## src/rtl/seg_scan_ctrl.sv

```systemverilog
// Four-digit multiplexed 7-segment scanner with frame-aligned LOAD/LOAD_ACK
// shadow update and optional leading-zero blanking.
module seg_scan_ctrl #(
  parameter int unsigned SHOW_CYC = 50000,
  parameter int unsigned GAP_CYC  = 500
) (
  input  logic        CLK,
  input  logic        RST,
  input  logic        EN,
  input  logic        LOAD,
  input  logic [15:0] DATA,
  input  logic [3:0]  DP_IN,
  input  logic        LZB,
  output logic [6:0]  SEG,
  output logic        DP,
  output logic [3:0]  AN,
  output logic        LOAD_ACK,
  output logic        FRAME
);

  localparam int unsigned MAX_CYC = (SHOW_CYC > GAP_CYC) ? SHOW_CYC : GAP_CYC;
  localparam int unsigned CW      = $clog2(MAX_CYC) + 1;
  localparam logic [CW-1:0] GAP_LAST  = CW'(GAP_CYC - 1);
  localparam logic [CW-1:0] SHOW_LAST = CW'(SHOW_CYC - 1);

  typedef enum logic [1:0] {S_OFF, S_GAP, S_SHOW} state_t;

  state_t          state_q, state_d;
  logic [1:0]      idx_q, idx_d;
  logic [CW-1:0]   cnt_q, cnt_d;
  logic [15:0]     shadow_q, shadow_d;
  logic [3:0]      sdp_q, sdp_d;
  logic            pend_q, pend_d;
  logic [15:0]     pdata_q, pdata_d;
  logic [3:0]      pdp_q, pdp_d;
  logic [6:0]      seg_q, seg_d;
  logic            dp_q, dp_d;
  logic [3:0]      an_q, an_d;
  logic            ack_q, ack_d;
  logic            frame_q, frame_d;
  logic [3:0]      nib;
  logic            blank;

  function automatic logic [6:0] hex7(input logic [3:0] n);
    case (n)
      4'h0: hex7 = 7'b1000000;
      4'h1: hex7 = 7'b1111001;
      4'h2: hex7 = 7'b0100100;
      4'h3: hex7 = 7'b0110000;
      4'h4: hex7 = 7'b0011001;
      4'h5: hex7 = 7'b0010010;
      4'h6: hex7 = 7'b0000010;
      4'h7: hex7 = 7'b1111000;
      4'h8: hex7 = 7'b0000000;
      4'h9: hex7 = 7'b0010000;
      4'hA: hex7 = 7'b0001000;
      4'hB: hex7 = 7'b0000011;
      4'hC: hex7 = 7'b1000110;
      4'hD: hex7 = 7'b0100001;
      4'hE: hex7 = 7'b0000110;
      default: hex7 = 7'b0001110;
    endcase
  endfunction

  always_ff @(posedge CLK) begin
    if (RST) begin
      state_q  <= S_OFF;
      idx_q    <= 2'd0;
      cnt_q    <= '0;
      shadow_q <= 16'h0000;
      sdp_q    <= 4'h0;
      pend_q   <= 1'b0;
      pdata_q  <= 16'h0000;
      pdp_q    <= 4'h0;
      seg_q    <= 7'h7F;
      dp_q     <= 1'b1;
      an_q     <= 4'h0;
      ack_q    <= 1'b0;
      frame_q  <= 1'b0;
    end else begin
      state_q  <= state_d;
      idx_q    <= idx_d;
      cnt_q    <= cnt_d;
      shadow_q <= shadow_d;
      sdp_q    <= sdp_d;
      pend_q   <= pend_d;
      pdata_q  <= pdata_d;
      pdp_q    <= pdp_d;
      seg_q    <= seg_d;
      dp_q     <= dp_d;
      an_q     <= an_d;
      ack_q    <= ack_d;
      frame_q  <= frame_d;
    end
  end

  // Digit i is blanked when it and every more-significant nibble are zero.
  always_comb begin
    nib = shadow_q[{idx_q, 2'b00} +: 4];
    case (idx_q)
      2'd3:    blank = LZB && (shadow_q[15:12] == 4'h0);
      2'd2:    blank = LZB && (shadow_q[15:8] == 8'h00);
      2'd1:    blank = LZB && (shadow_q[15:4] == 12'h000);
      default: blank = 1'b0;
    endcase
  end

  always_comb begin
    state_d  = state_q;
    idx_d    = idx_q;
    cnt_d    = cnt_q;
    shadow_d = shadow_q;
    sdp_d    = sdp_q;
    pend_d   = pend_q;
    pdata_d  = pdata_q;
    pdp_d    = pdp_q;
    seg_d    = 7'h7F;
    dp_d     = 1'b1;
    an_d     = 4'h0;
    ack_d    = 1'b0;
    frame_d  = 1'b0;

    // A LOAD this cycle is visible to an application in the same cycle.
    if (LOAD) begin
      pend_d  = 1'b1;
      pdata_d = DATA;
      pdp_d   = DP_IN;
    end

    case (state_q)
      S_OFF: begin
        if (pend_d) begin
          shadow_d = pdata_d;
          sdp_d    = pdp_d;
          pend_d   = 1'b0;
          ack_d    = 1'b1;
        end
        if (EN) begin
          state_d = S_GAP;
          idx_d   = 2'd0;
          cnt_d   = '0;
        end
      end
      S_GAP: begin
        if (!EN) begin
          state_d = S_OFF;
          idx_d   = 2'd0;
          cnt_d   = '0;
        end else if (cnt_q == GAP_LAST) begin
          state_d = S_SHOW;
          cnt_d   = '0;
        end else begin
          cnt_d = cnt_q + 1'b1;
        end
      end
      S_SHOW: begin
        if (!EN) begin
          state_d = S_OFF;
          idx_d   = 2'd0;
          cnt_d   = '0;
        end else begin
          if (!blank) begin
            an_d  = 4'b0001 << idx_q;
            seg_d = hex7(nib);
            dp_d  = ~sdp_q[idx_q];
          end
          if (cnt_q == SHOW_LAST) begin
            state_d = S_GAP;
            cnt_d   = '0;
            if (idx_q == 2'd3) begin
              idx_d   = 2'd0;
              frame_d = 1'b1;
              if (pend_d) begin
                shadow_d = pdata_d;
                sdp_d    = pdp_d;
                pend_d   = 1'b0;
                ack_d    = 1'b1;
              end
            end else begin
              idx_d = idx_q + 2'd1;
            end
          end else begin
            cnt_d = cnt_q + 1'b1;
          end
        end
      end
      default: state_d = S_OFF;
    endcase
  end

  assign SEG      = seg_q;
  assign DP       = dp_q;
  assign AN       = an_q;
  assign LOAD_ACK = ack_q;
  assign FRAME    = frame_q;

endmodule

```

## config.mk

```make
export PLATFORM = sky130hd
export DESIGN_NAME = seg_scan_ctrl
export DESIGN_NICKNAME = d
export VERILOG_FILES = /design/src/rtl/seg_scan_ctrl.sv
export SDC_FILE = /design/constraint.sdc
export NUM_CORES = 1
export LEC_CHECK = 0
export CORE_ASPECT_RATIO = 1.5
export CORE_MARGIN = 2
export CORE_UTILIZATION = 40
export CTS_CLUSTER_DIAMETER = 80
export DETAILED_ROUTE_END_ITERATION = 12
export GPL_ROUTABILITY_DRIVEN = 0
export HOLD_SLACK_MARGIN = 0.08
export PLACE_DENSITY_LB_ADDON = 0.25
export SETUP_SLACK_MARGIN = 0.02
export SYNTH_ARGS = -nofsm -noshare
export SYNTH_HDL_FRONTEND = slang
export SYNTH_SLANG_ARGS = --single-unit
```

## constraint.sdc

```tcl
create_clock -name CLK -period 2.3 [get_ports CLK]
set_input_delay 0.23 -clock CLK [delete_from_list [all_inputs] [get_ports CLK]]
set_output_delay 0.23 -clock CLK [all_outputs]
set_load 0.02 [all_outputs]
```

==> results of run 1 <==
[power groups by stage]
stage	logic (µW)	registers (µW)	clock network, µW
2_1_floorplan	321	1440	0
3_3_place_gp	470	1450	0
3_5_place_dp	475	1450	0
4_1_cts	478	1430	1560
5_1_grt	532	1430	1610
6_report	480	1430	1530
[what timing repair did]
action                     in CTS  in global routing
resized for setup               0                  7
buffers inserted                0                  1
hold buffers                    0                  0
setup endpoints to repair       0                 37
[worst max-delay path by stage]
stage / depth (start not counted) / slack [ps] / startpoint / end
after floorplan: 7 / 200 / cnt_q[0] / cnt_q[14]
after global placement: 7 / 140 / cnt_q[0] / idx_q[0]
after detailed placement: 7 / 80 / cnt_q[0] / idx_q[0]
after CTS: 7 / 60 / cnt_q[0] / idx_q[0]
after global routing: 6 / 40 / cnt_q[14] / idx_q[0]
final: 6 / 200 / cnt_q[14] / idx_q[0]
[cell usage after synthesis, types with 2 or more instances]
library cell   n
a211oi_1       2
mux2i_1       24
xor2_1         4
mux4_2         5
nor2b_1       22
or4_1          2
or3_1          3
nand2b_1       4
a21o_1         2
o21ai_0        8
nand4_1        4
o221ai_1       2
buf_1          2
nand2_1       28
o211ai_1       5
and3_1         5
a21oi_1       16
and4_1         3
buf_2          3
mux2_2        23
inv_1         10
nor3_1         4
dfxtp_1       76
nor4_1         3
ha_1          15
nor2_1        39
nand3_1       20
clkbuf_1      12
[flip-flops by register name (all words and copies together) (netlist names), 2 cells and up]
| register | cells |
|---|---|
| AN | 4 |
| SEG | 7 |
| cnt_q | 17 |
| idx_q | 2 |
| pdata_q | 16 |
| pdp_q | 4 |
| sdp_q | 4 |
| shadow_q | 16 |
| state_q | 2 |
[final cells by class]
| class | instances | area (µm²) |
|---|---|---|
| Clock inverter | 6 | 87.6 |
| Timing Repair Buffer | 62 | 568 |
| Clock buffer | 10 | 239 |
| Tap cell | 107 | 134 |
| Sequential cell | 76 | 1530 |
| Inverter | 10 | 37.5 |
| Fill cell | 788 | 3980 |
| Multi-Input combinational cell | 259 | 1900 |
[metal layers]
metal  vias to the layer above  global-route usage
met4                         0              0.0964
met1                      1276               0.178
met5                         -                   0
met2                        40               0.313
li1                       1390                   -
met3                        15              0.0366
[through the flow]
stage	hold WS, ps	setup WS, ps
floorplan	408	200
global placement	457	145
detailed placement	460	80.5
CTS	348	55.4
global route	378	37.5
finish	354	202
[kinds of logic (layout without fill, tap and decap cells)]
| kind of cell | Yosys count | after routing | share of synthesized area |
|---|---|---|---|
| AOI/OAI and AO/OA | 43 | 43 | 0.0849 |
| xor gates and xnor gates | 5 | 5 | 0.0125 |
| adders and majority gates | 15 | 15 | 0.0535 |
| buffers and inverters | 28 | 88 | 0.0332 |
| DFF | 76 | 76 | 0.434 |
| muxes | 52 | 52 | 0.174 |
| and+or+nand+nor | 144 | 144 | 0.208 |
==> impl_metrics.py, run 1 <==
metrics = {
    "clocking": {
        "cts_sinks": 76,
        "clock_path_buffers": 2,
        "numCtsBuffers": 9,
        "htreeDepth": 3,
        "insertion_delay_ps": 340,
        "cts_root_buf": "clkbuf_16",
        "cts_tree": "yes",
        "path_clk_slew_ps": 60,
    },
    "power": {
        "power_density_nw_per_um2": 765,
        "seqPwrFrac": 0.415,
        "switching_share": 0.238,
        "p_int_uw": 2620,
        "ir_drop_mv": 0.417,
        "p_total_uw": 3430,
        "power_leakage_uw": 0.00178,
        "power_frac_clock": 0.445,
        "p_comb_frac": 0.140,
        "power_switching_uw": 818,
    },
    "synth": {
        "yosysTopAreaCell": "dfxtp_1",
        "syn-num-nets": 403,
        "yosysUniqueCellTypes": 45,
        "yosys_warnings": 0,
        "synthArstFlopShare": 0,
        "avgSynthCellArea_um2": 9.66,
        "synth_seq_area_share": 0.434,
        "synth_edf_count": 0,
        "synth_flop_cell": "dfxtp_1",
        "synth_area_leaders": "dfxtp_1 43%, mux2_2 7.4%, mux2i_1 6.8%",
        "netlist.area_leader.share": 0.434,
        "syn_area_um2": 3510,
        "synth-seq-cells": 76,
        "synth_cells": 363,
    },
    "floorplanning": {
        "coreArea_um2": 8460,
        "rows": 41,
        "die_h_um": 119,
        "die_x_um": 80.5,
        "initial_core_util": 0.414,
        "ioPinCount": 39,
        "dieArea_um2": 9550,
    },
    "detailed_routing": {
        "vias": 2721,
        "dr_wl_met3_um": 229,
        "drt_wl_total_um": 7430,
        "dr.pass1.iters": 4,
        "wl_met1_um": 2880,
        "drt-wirelength-per-cell_um": 14.0,
        "drc": 0,
        "viasPerCell": 5.13,
        "routed.top_layer": "met4",
        "wl_met2_um": 4080,
        "postRouteAntennaNets": 0,
        "drt-initial-drc-count": 103,
    },
    "global_route": {
        "grt.overflow.total": 0,
        "grt_usage": 0.173,
        "grt_pass1_vias": 2777,
        "grt_pass1_wl_um": 12700,
        "grt_max_degree": 29,
        "antenna_found_initial": 0,
    },
    "placed_design": {
        "place_area_um2": 4120,
        "post-dp-hpwl_um": 5500,
        "placed_cells": 513,
        "port_buffers": 38,
    },
    "setup_path": {
        "worst-path-max-fanout": 6,
        "path_buf_inv": 0,
        "path_cells": "nand4_1, or3_1, o311ai_4, nand3_1, or4_1, a21oi_1",
        "regToRegEndpoint": "idx_q[0]",
        "critPathKind": "reg -> reg",
        "cp_data_required_time_ps": 2570,
        "startpoint_type": "flip-flop",
        "r2r_slack_ps": 200,
        "arrival_ps": 2370,
        "end_kind": "flip-flop",
        "reg2reg_depth": 6,
        "cpLargestDelayFamily": "simple AND/OR/NAND/NOR gates",
        "r2r_start": "cnt_q[14]",
        "slowest_delay_ps": 420,
        "cpMaxStageDelayCell": "dfxtp_1",
    },
    "finish": {
        "final_cell_mix": "73 x dfxtp_1, 39 x nor2_1, 37 x clkdlybuf4s50_1",
        "stdcell_area_um2": 4490,
        "drive_gt1_frac": 0.189,
        "instances_no_fill": 530,
        "fin_util": 0.530,
        "layout_commonest_cell": "dfxtp_1",
        "syn_to_final_growth_pct": 28.0,
        "nNetsFinal": 458,
        "n_antenna_cell": 0,
    },
    "sta": {
        "worst-slew-pin-transition_ps": 472,
        "finalSetupViolations": 0,
        "hold_violations": 0,
        "rsz0062_at_grt": "no",
        "drv_slew": 0,
        "finalCritPeriodShare": 0.912,
        "skew_ps": 6.28,
        "fin_crit_ps": 2100,
        "tns_ps": 0,
        "fmaxAchievable_mhz": 477,
        "relSlewSlack": 0.685,
    },
    "min_path": {
        "min_delay_worst_endpoint": "cnt_q[1]",
        "hold_class": "in -> reg",
        "hold_depth": 2,
        "holdCritStartpoint": "RST",
    },
    "run_status": {
        "status": "finished, final reports clean",
    },
    "run": {
        "maxCapViolCount": 0,
    },
}
Note: power is estimated with default switching activity, not from simulation.
==> run 2: changes to the inputs <==
--- a/config.mk
+++ b/config.mk
@@ -7,7 +7,7 @@
 export LEC_CHECK = 0
 export CORE_ASPECT_RATIO = 1.5
 export CORE_MARGIN = 2
-export CORE_UTILIZATION = 40
+export CORE_UTILIZATION = 56
 export CTS_CLUSTER_DIAMETER = 80
 export DETAILED_ROUTE_END_ITERATION = 12
 export GPL_ROUTABILITY_DRIVEN = 0
==> run 2 against run 1 <==
Net effect:
- core utilization up 18 points
- setup slack lost 54 ps
- power down 12%
- wire length up 2.4%
- maximum frequency down 2.5%
- die area fell by 27%
- count of clock-buffer cells in the layout fell by 1
- non-clock buffer count rose by 2
==> impl_metrics.py, run 2 (synthesis results as in run 1) <==
metrics = {
    "run_status": {
        "status": "finished, final reports clean",
    },
    "finish": {
        "fin_util": 0.713,
        "layout_commonest_cell": "dfxtp_1",
        "top_register": "cnt_q",
        "n_antenna_cell": 0,
        "largest_register_ffs": 17,
        "instances_no_fill": 498,
        "fillers": 480,
        "drive_gt1_frac": 0.182,
        "reg.largest.list": "cnt_q x17, pdata_q x16, shadow_q x16",
        "final_cell_mix": "76 x dfxtp_1, 39 x nor2_1, 37 x clkdlybuf4s50_1",
        "syn_to_final_growth_pct": 23.7,
        "nNetsFinal": 460,
    },
    "power": {
        "switching_share": 0.259,
        "p_int_uw": 2240,
        "power_density_nw_per_um2": 697,
        "ir_drop_mv": 0.371,
        "power_frac_clock": 0.366,
        "p_comb_frac": 0.163,
        "power_switching_uw": 782,
        "power_leakage_uw": 0.00173,
        "seqPwrFrac": 0.471,
    },
    "placed_design": {
        "placed_cells": 481,
        "port_buffers": 38,
        "post-dp-hpwl_um": 5450,
    },
    "sta": {
        "hold_violations": 0,
        "worst-slew-pin-transition_ps": 378,
        "relSlewSlack": 0.747,
        "tns_ps": 0,
        "fmaxAchievable_mhz": 465,
        "finalCritPeriodShare": 0.936,
        "drv_slew": 0,
        "skew_ps": 12.4,
        "rsz0062_at_grt": "yes",
        "finalSetupViolations": 0,
        "fin_crit_ps": 2150,
    },
    "clocking": {
        "cts_sinks": 76,
        "htreeDepth": 3,
        "ctsHoldBuffers": 0,
        "path_clk_slew_ps": 80,
        "cts_tree": "yes",
        "numCtsBuffers": 9,
        "clock_path_buffers": 2,
        "insertion_delay_ps": 360,
        "cts_root_buf": "clkbuf_8",
    },
    "detailed_routing": {
        "vias": 2844,
        "drc": 0,
        "drt-wirelength-per-cell_um": 15.3,
        "postRouteAntennaNets": 0,
        "dr.pass1.iters": 4,
        "drt_wl_total_um": 7610,
        "drt-initial-drc-count": 111,
        "viasPerCell": 5.71,
    },
    "min_path": {
        "hold_class": "in -> reg",
        "holdCritStartpoint": "RST",
    },
    "floorplanning": {
        "die_h_um": 101,
        "initial_core_util": 0.576,
        "coreArea_um2": 6090,
        "rows": 35,
        "dieArea_um2": 6930,
        "die_x_um": 68.6,
        "ioPinCount": 39,
    },
    "setup_path": {
        "startpoint_type": "flip-flop",
        "cp_data_required_time_ps": 2540,
        "r2r_start": "cnt_q[0]",
        "arrival_ps": 2390,
        "end_kind": "flip-flop",
        "worst-path-max-fanout": 20,
        "critPathLaunch": "cnt_q[0]",
        "critPathKind": "reg -> reg",
    },
    "global_route": {
        "grt.overflow.total": 0,
        "antenna_found_initial": 0,
        "grt_max_degree": 34,
        "grt_pass1_wl_um": 12400,
        "grt_usage": 0.239,
        "grt_pass1_vias": 2804,
    },
    "run": {
        "maxCapViolCount": 0,
    },
}
run 2: changes by cell type in the layout (fill, tap and decap cells not counted), sizes merged:
cell      change
buf           +2
clkbuf        -1
clkinv        -1
clkinvlp      +1
run 2: worst paths after layout:
| path | end | slack [ps] | cells past startpoint |
|---|---|---|---|
| max reg2reg | sdp_q[1] | 150 | 9 |
| min | cnt_q[0] | 270 | 2 |
| min reg2reg | cnt_q[16] | 460 | 1 |
| max | sdp_q[1] | 150 | 9 |
run 2: layer usage:
layer	share of wire	GRT usage	vias to the layer above
met5	0	0	-
met1	0.38	0.243	1379
met4	0.037	0.149	0
met2	0.55	0.435	61
met3	0.030	0.0324	26
li1	-	-	1378
run 2: area by class of cell:
| type | instances | area (µm²) | share of cell area |
|---|---|---|---|
| Clock inverter | 6 | 90.1 | 0.0208 |
| Clock buffer | 9 | 124 | 0.0285 |
| Multi-Input combinational cell | 259 | 1890 | 0.436 |
| Sequential cell | 76 | 1520 | 0.351 |
| Timing Repair Buffer | 64 | 583 | 0.134 |
| Inverter | 10 | 37.5 | 0.00865 |
| Tap cell | 74 | 92.6 | 0.0213 |
run 2: what timing repair did:
action / CTS / global route
resized for setup: 0 / 3
buffers inserted: 0 / 2
setup endpoints to repair: 0 / 32
run 2: critical path, cell delays in order (launching register included):
cell and delay, ps:
dfxtp_1 350, ha_1 190, nor4b_4 240, nand2_2 150, nor4_1 290, buf_4 170
a21o_1 90, o21ai_1 100, buf_12 180, mux2_2 270
run 2: metrics by stage:
step	instance area, µm²	setup slack (ps)	hold slack (ps)	total power (µW)
after global routing	4340	-20.0	334	3140
after floorplan	3510	200	408	1770
after detailed placement	4090	88.1	452	1930
after global placement	4090	182	457	1920
after CTS	4300	58.9	261	3030
final	4340	148	270	3020
run 2: power groups by stage:
stage | clock network, µW | logic (µW) | registers [µW]
floorplan | 0 | 321 | 1440
global placement | 0 | 466 | 1450
detailed placement | 0 | 480 | 1450
CTS | 1120 | 485 | 1420
global route | 1170 | 539 | 1430
finish | 1110 | 493 | 1420
==> run 3: changes to the inputs <==
--- a/config.mk
+++ b/config.mk
@@ -11,7 +11,7 @@
 export CTS_CLUSTER_DIAMETER = 80
 export DETAILED_ROUTE_END_ITERATION = 12
 export GPL_ROUTABILITY_DRIVEN = 0
-export HOLD_SLACK_MARGIN = 0.08
+export HOLD_SLACK_MARGIN = 0.12
 export PLACE_DENSITY_LB_ADDON = 0.25
 export SETUP_SLACK_MARGIN = 0.02
 export SYNTH_ARGS = -nofsm -noshare
==> results of run 3 <==
Same layout as run 2: the final DEF is identical, and so are final timing and power.
